<file path="src/rtl/vga_arb_pkg.sv">
// Shared types for the VGA layer priority arbiter.
//   rgb_t               8-bit RRRGGGBB pixel
//   cfg_state_e         priority-table commit state
//   DEFAULT_NUM_LAYERS  default number of object layers
package vga_arb_pkg;

  localparam int DEFAULT_NUM_LAYERS = 4;

  typedef logic [7:0] rgb_t;

  typedef enum logic {
    IDLE    = 1'b0,
    PENDING = 1'b1
  } cfg_state_e;

endpackage

</file>
<file path="src/rtl/layer_priority_select.sv">
// Combinational min-rank search over a set of layer requests.
//   req           per-layer request
//   rank          per-layer rank, 0 = top priority
//   winner_id     requesting layer with the lowest rank (0 when none)
//   winner_valid  1 when at least one layer requests
// Equal ranks resolve to the lower layer index: the scan runs upward and
// only a strictly better rank displaces the current candidate.
module layer_priority_select
  import vga_arb_pkg::*;
#(
  parameter int NUM_LAYERS = DEFAULT_NUM_LAYERS,
  parameter int IDX_W      = $clog2(NUM_LAYERS)
) (
  input  logic [NUM_LAYERS-1:0]            req,
  input  logic [NUM_LAYERS-1:0][IDX_W-1:0] rank,
  output logic [IDX_W-1:0]                 winner_id,
  output logic                             winner_valid
);

  logic [IDX_W-1:0] best_rank;

  always_comb begin
    winner_id    = '0;
    winner_valid = 1'b0;
    best_rank    = '0;
    for (int i = 0; i < NUM_LAYERS; i++) begin
      if (req[i] && (!winner_valid || (rank[i] < best_rank))) begin
        winner_id    = IDX_W'(i);
        winner_valid = 1'b1;
        best_rank    = rank[i];
      end
    end
  end

endmodule

</file>
<file path="src/rtl/layer_priority_arbiter.sv">
// Programmable-priority pixel arbiter between NUM_LAYERS drawing objects and
// the background, with per-pixel and per-frame collision reporting.
//   clk, reset                 pixel clock, async active-high reset
//   layerRGB/DrawingRequest    per-layer colour and request
//   backGroundRGB              colour used when no layer requests
//   startOfFrame               first-pixel pulse; frame boundary for the
//                              collision summary and rank-table commit
//   cfgValid/Ready/Layer/Rank  shadow rank-table write port
//   cfgCommit                  copy shadow to active at next startOfFrame
//   rgbOut/winnerId/Valid      arbitrated pixel, 2-cycle latency
//   collision                  >=2 requests on this pixel
//   frameCollisions            layers that collided during the last frame
module layer_priority_arbiter
  import vga_arb_pkg::*;
#(
  parameter  int NUM_LAYERS = DEFAULT_NUM_LAYERS,
  parameter  int RGB_W      = 8,
  localparam int IDX_W      = $clog2(NUM_LAYERS)
) (
  input  logic                        clk,
  input  logic                        reset,
  input  logic [NUM_LAYERS*RGB_W-1:0] layerRGB,
  input  logic [NUM_LAYERS-1:0]       layerDrawingRequest,
  input  logic [RGB_W-1:0]            backGroundRGB,
  input  logic                        startOfFrame,
  input  logic                        cfgValid,
  output logic                        cfgReady,
  input  logic [IDX_W-1:0]            cfgLayer,
  input  logic [IDX_W-1:0]            cfgRank,
  input  logic                        cfgCommit,
  output logic [RGB_W-1:0]            rgbOut,
  output logic [IDX_W-1:0]            winnerId,
  output logic                        winnerValid,
  output logic                        collision,
  output logic [NUM_LAYERS-1:0]       frameCollisions
);

  logic [NUM_LAYERS-1:0]             req_s1_q, req_s1_d;
  logic [NUM_LAYERS-1:0][RGB_W-1:0]  rgb_s1_q, rgb_s1_d;
  logic [RGB_W-1:0]                  bg_s1_q, bg_s1_d;
  logic [RGB_W-1:0]                  rgb_out_q, rgb_out_d;
  logic [IDX_W-1:0]                  winner_id_q, winner_id_d;
  logic                              winner_valid_q, winner_valid_d;
  logic                              collision_q, collision_d;
  logic [NUM_LAYERS-1:0]             frame_coll_q, frame_coll_d;
  logic [NUM_LAYERS-1:0]             acc_q, acc_d;
  cfg_state_e                        state_q, state_d;
  logic [NUM_LAYERS-1:0][IDX_W-1:0]  active_rank_q, active_rank_d;
  logic [NUM_LAYERS-1:0][IDX_W-1:0]  shadow_rank_q, shadow_rank_d;

  logic [IDX_W-1:0]      sel_id;
  logic                  sel_valid;
  logic                  s1_collision;
  logic [NUM_LAYERS-1:0] coll_contrib;

  // The S2 decision uses whatever table is active at that edge, so a commit
  // takes effect starting with the pixel presented alongside startOfFrame.
  layer_priority_select #(
    .NUM_LAYERS (NUM_LAYERS),
    .IDX_W      (IDX_W)
  ) u_select (
    .req          (req_s1_q),
    .rank         (active_rank_q),
    .winner_id    (sel_id),
    .winner_valid (sel_valid)
  );

  always_comb begin
    req_s1_d       = layerDrawingRequest;
    rgb_s1_d       = layerRGB;
    bg_s1_d        = backGroundRGB;
    s1_collision   = ($countones(req_s1_q) > 1);
    coll_contrib   = s1_collision ? req_s1_q : '0;
    rgb_out_d      = sel_valid ? rgb_s1_q[sel_id] : bg_s1_q;
    winner_id_d    = sel_id;
    winner_valid_d = sel_valid;
    collision_d    = s1_collision;
    frame_coll_d   = frame_coll_q;
    acc_d          = acc_q | coll_contrib;
    // The overlap seen on the boundary cycle belongs to the new frame.
    if (startOfFrame) begin
      frame_coll_d = acc_q;
      acc_d        = coll_contrib;
    end
  end

  always_comb begin
    state_d       = state_q;
    shadow_rank_d = shadow_rank_q;
    active_rank_d = active_rank_q;
    cfgReady      = 1'b0;
    unique case (state_q)
      IDLE: begin
        cfgReady = 1'b1;
        if (cfgValid) begin
          // Matching by index drops cfgLayer values beyond the last layer.
          for (int i = 0; i < NUM_LAYERS; i++) begin
            if (cfgLayer == IDX_W'(i)) shadow_rank_d[i] = cfgRank;
          end
        end
        if (cfgCommit) state_d = PENDING;
      end
      PENDING: begin
        if (startOfFrame) begin
          active_rank_d = shadow_rank_q;
          state_d       = IDLE;
        end
      end
      default: state_d = IDLE;
    endcase
  end

  always_ff @(posedge clk or posedge reset) begin
    if (reset) begin
      req_s1_q       <= '0;
      rgb_s1_q       <= '0;
      bg_s1_q        <= '0;
      rgb_out_q      <= '0;
      winner_id_q    <= '0;
      winner_valid_q <= 1'b0;
      collision_q    <= 1'b0;
      frame_coll_q   <= '0;
      acc_q          <= '0;
      state_q        <= IDLE;
      for (int i = 0; i < NUM_LAYERS; i++) begin
        active_rank_q[i] <= IDX_W'(i);
        shadow_rank_q[i] <= IDX_W'(i);
      end
    end else begin
      req_s1_q       <= req_s1_d;
      rgb_s1_q       <= rgb_s1_d;
      bg_s1_q        <= bg_s1_d;
      rgb_out_q      <= rgb_out_d;
      winner_id_q    <= winner_id_d;
      winner_valid_q <= winner_valid_d;
      collision_q    <= collision_d;
      frame_coll_q   <= frame_coll_d;
      acc_q          <= acc_d;
      state_q        <= state_d;
      active_rank_q  <= active_rank_d;
      shadow_rank_q  <= shadow_rank_d;
    end
  end

  assign rgbOut          = rgb_out_q;
  assign winnerId        = winner_id_q;
  assign winnerValid     = winner_valid_q;
  assign collision       = collision_q;
  assign frameCollisions = frame_coll_q;

endmodule

</file>
<file path="config.mk">
export PLATFORM = sky130hd
export DESIGN_NAME = layer_priority_arbiter
export DESIGN_NICKNAME = d
export VERILOG_FILES = /design/src/rtl/vga_arb_pkg.sv /design/src/rtl/layer_priority_select.sv /design/src/rtl/layer_priority_arbiter.sv
export SDC_FILE = /design/constraint.sdc
export NUM_CORES = 1
export LEC_CHECK = 0
export BUFFER_PORTS_ARGS = -buffer_cell sky130_fd_sc_hd__buf_2
export CAP_MARGIN = 10
export CORE_UTILIZATION = 30
export DETAILED_ROUTE_END_ITERATION = 7
export GPL_TIMING_DRIVEN = 1
export HOLD_SLACK_MARGIN = 0.08
export PLACE_DENSITY = 0.47
export SYNTH_ARGS = -nofsm -noshare
export SYNTH_HDL_FRONTEND = slang
export SYNTH_HIERARCHICAL = 1
export SYNTH_SLANG_ARGS = --single-unit
</file>
<file path="constraint.sdc">
create_clock -name clk -period 3.57 [get_ports clk]
set_input_delay 0.714 -clock clk [delete_from_list [all_inputs] [get_ports clk]]
set_output_delay 0.714 -clock clk [all_outputs]
set_load 0.005 [all_outputs]
</file>
==> impl_metrics.yaml <==
sta:
  tightestPinTransition_ps: 848
  timing.final.crit_share_pct: 105
  grt_setup_unrepaired: "yes"
  slew_headroom_pct: 43.5
  timing.fmax_ghz: 0.267
  finalHoldViolCount: 0
  finalMaxSlewViolations: 0
  min_period_ps: 3750
  setup_viol: 8
  setup_ws_ps: -177
  clock_skew_ps: 9.49
global_route:
  grt_max_degree: 52
  antenna_found_initial: 0
  grt.total_usage_pct: 12.9
  grt-ovfl-total: 0
  grt_pass1_wl_um: 9920
  grt_pass1_vias: 1995
pwr:
  combPwrFrac_pct: 35.5
  p_leak_nw: 1.90
  p_clk_share_pct: 23.8
  vdd_drop_max_v: 0.000231
  cellPowerDensity_nw_per_um2: 708
  swShare_pct: 29.7
  p_seq_share_pct: 40.7
  netSwitchingPower_mw: 0.857
  p_int_mw: 2.03
die:
  core.rowCount: 36
  die_h_um: 102
  core_area_um2: 9730
  pin_count: 70
  die_w_um: 102
  die_area_um2: 10400
  start_util_pct: 30.8
clocking:
  worstSkewPairLatency_ps: 350
  htreeDepth: 3
  clk_pin_slew_ps: 90
  root_buffer: "clkbuf_8"
  clock-sinks: 81
  cts_hold_buf: 0
  cts_buffers: 9
  clockBufferDepth: 2
  cts_tree: "done"
worst_setup_path:
  startpoint_type: "register"
  crit_fanout: 7
  reg2reg_from: "req_s1_q[0]"
  regToRegEndpoint: "rgbOut[3]"
  crit_arrival_ps: 4000
  worst-r2r-cell-count: 20
  reg2reg_slack_ps: -180
  crit_path_end_kind: "register"
  critical_path_class: "reg2reg"
  cp.required_ps: 3820
drt:
  ant_nets: 0
  wl_um: 5990
  wl_per_cell_um: 13.7
  num_vias: 1864
  via_per_inst: 4.26
  drt_iter0_drc: 24
  drc_errors: 0
  firstDrtPassIters: 4
logic_synthesis:
  synth_edf_count: 0
  netlist.area_leader.share_pct: 60.9
  ys_types: 33
  ys.flop_type: "dfrtp_1"
  synth_nets: 254
  yosysTopAreaCell: "dfrtp_1"
  synthArstFlopShare_pct: 100
  ys_seq_elements: 81
  synth_area_leaders: "dfrtp_1 (61%), mux2_2 (10%), dfstp_2 (7.0%), mux2i_1 (2.7%), mux2_4 (2.0%)"
  synth_most_common_cell: "dfrtp_1"
  syn_area_per_cell_um2: 15.2
  syn_area_um2: 3000
  seq_area_frac_synth_pct: 67.9
  yosys-top-cells-count: "dfrtp_1 (73), mux2_2 (27), inv_1 (11)"
  yosysWarnings: 6
  syn-instance-count: 197
final_layout:
  areaGrowthSynthToFinish_pct: 35.9
  drive_gt1_share_pct: 60.7
  antenna_cells: 0
  utilization_pct: 41.9
  fin_nets: 357
  stdcell_area_um2: 4070
placed_design:
  place.gp.congestion: 0.725
  placed_area_um2: 3680
  io_buffers: 69
  hpwl_um: 4240
job:
  maxCapViolations: 0
status:
  status: "complete, but fails checks"
  violations: "setup timing"
min_path:
  hp-start: "backGroundRGB[5]"
  holdPathStages: 1
  min_path_type: "in2reg"
  hold_end: "bg_s1_q[5]"
## flip-flops by register name (all words and copies together) (netlist names)
| signal | cells |
|---|---|
| state_q | 1 |
| rgbOut | 8 |
| shadow_rank_q | 8 |
| collision | 1 |
| bg_s1_q | 8 |
| frameCollisions | 4 |
| active_rank_q | 8 |
| winnerId | 2 |
| rgb_s1_q | 32 |
| req_s1_q | 4 |
| acc_q | 4 |
| winnerValid | 1 |
## power groups by stage
stage	clock (mW)	combinational, mW	sequential [mW]
3_3_place_gp	0	0.790	1.19
6_report	0.687	1.02	1.17
4_1_cts	0.717	1.01	1.18
2_1_floorplan	0	0.494	1.19
5_1_grt	0.757	1.13	1.19
3_5_place_dp	0	0.806	1.19
## worst max-delay path by stage
stage	start	end	slack, ps	depth (start not counted)
4_1_cts	active_rank_q[3]	rgbOut[6]	-210	20
2_1_floorplan	req_s1_q[0]	rgbOut[6]	-190	21
3_5_place_dp	req_s1_q[0]	rgbOut[3]	-240	20
6_report	req_s1_q[0]	rgbOut[3]	-180	20
3_3_place_gp	req_s1_q[0]	rgbOut[3]	-190	20
5_1_grt	req_s1_q[0]	rgbOut[4]	-410	20
## layout by cell type, fill, tap and decap left out, drive strengths merged, types with 5 or more instances in the layout
master  instances
mux2           31
buf            96
dfstp           8
inv            13
nand2           5
nor2b           8
clkbuf          9
clkinv          5
dfrtp          73
a21oi          10
mux2i           8
o21ai          14
## through the flow
step / TNS [ps] / setup WS, ps / hold slack (ps) / total power, mW / cells
after global routing: -3080 / -406 / 429 / 3.08 / 438
after floorplan: -998 / -190 / 467 / 1.68 / 197
final: -1240 / -177 / 459 / 2.88 / 438
after global placement: -1070 / -189 / 486 / 1.98 / 414
after detailed placement: -1470 / -240 / 497 / 2.00 / 414
after CTS: -1300 / -209 / 434 / 2.90 / 438
## logic make-up (layout without fill, tap and decap cells)
logic type / Yosys count / after routing / share of synthesized area, %
AOI/OAI and AO/OA: 33 / 33 / 6.89
adders and majority gates: 4 / 4 / 1.92
buffers and inverters: 16 / 124 / 2.88
DFF: 81 / 81 / 67.9
muxes: 39 / 39 / 14.8
and+or+nand+nor: 24 / 24 / 5.55
## critical path: stages (launching register included)
cell and delay, ps:
dfrtp_2 370, nand2_2 80, ha_4 270, a21oi_2 50, o21ai_2 170, mux2_4 340
ha_4 170, nor2_2 80, nand2_1 70, a21oi_2 110, nand2b_4 140, mux2_4 310
ha_4 160, a311o_1 260, a31oi_1 180, o21ai_2 110, o21ai_4 100, buf_12 170
mux2_4 310, a21oi_2 140, o21ai_2 60
## routing by layer
metal  global-route usage (%)  wire length, um
met4                     6.26              147
met3                     3.21              201
met5                        0                0
met2                     20.5             3020
met1                     16.5             2620
## layout make-up
| type | count | area (um^2) |
|---|---|---|
| clock buffer | 9 | 124 |
| tap | 133 | 166 |
| clock inverter | 7 | 90.1 |
| sequential | 81 | 2040 |
| timing repair buffer | 96 | 584 |
| inverter | 12 | 46.3 |
| fill | 945 | 5660 |
| multi-input combinational | 100 | 1020 |
## repair_timing
action                     CTS  global route
setup endpoints to repair    8            10
setup buffers                8             2
pin swaps                   11            10
cloned                       1             0
gates resized for setup     21            13
(Power assumes the default switching activity.)
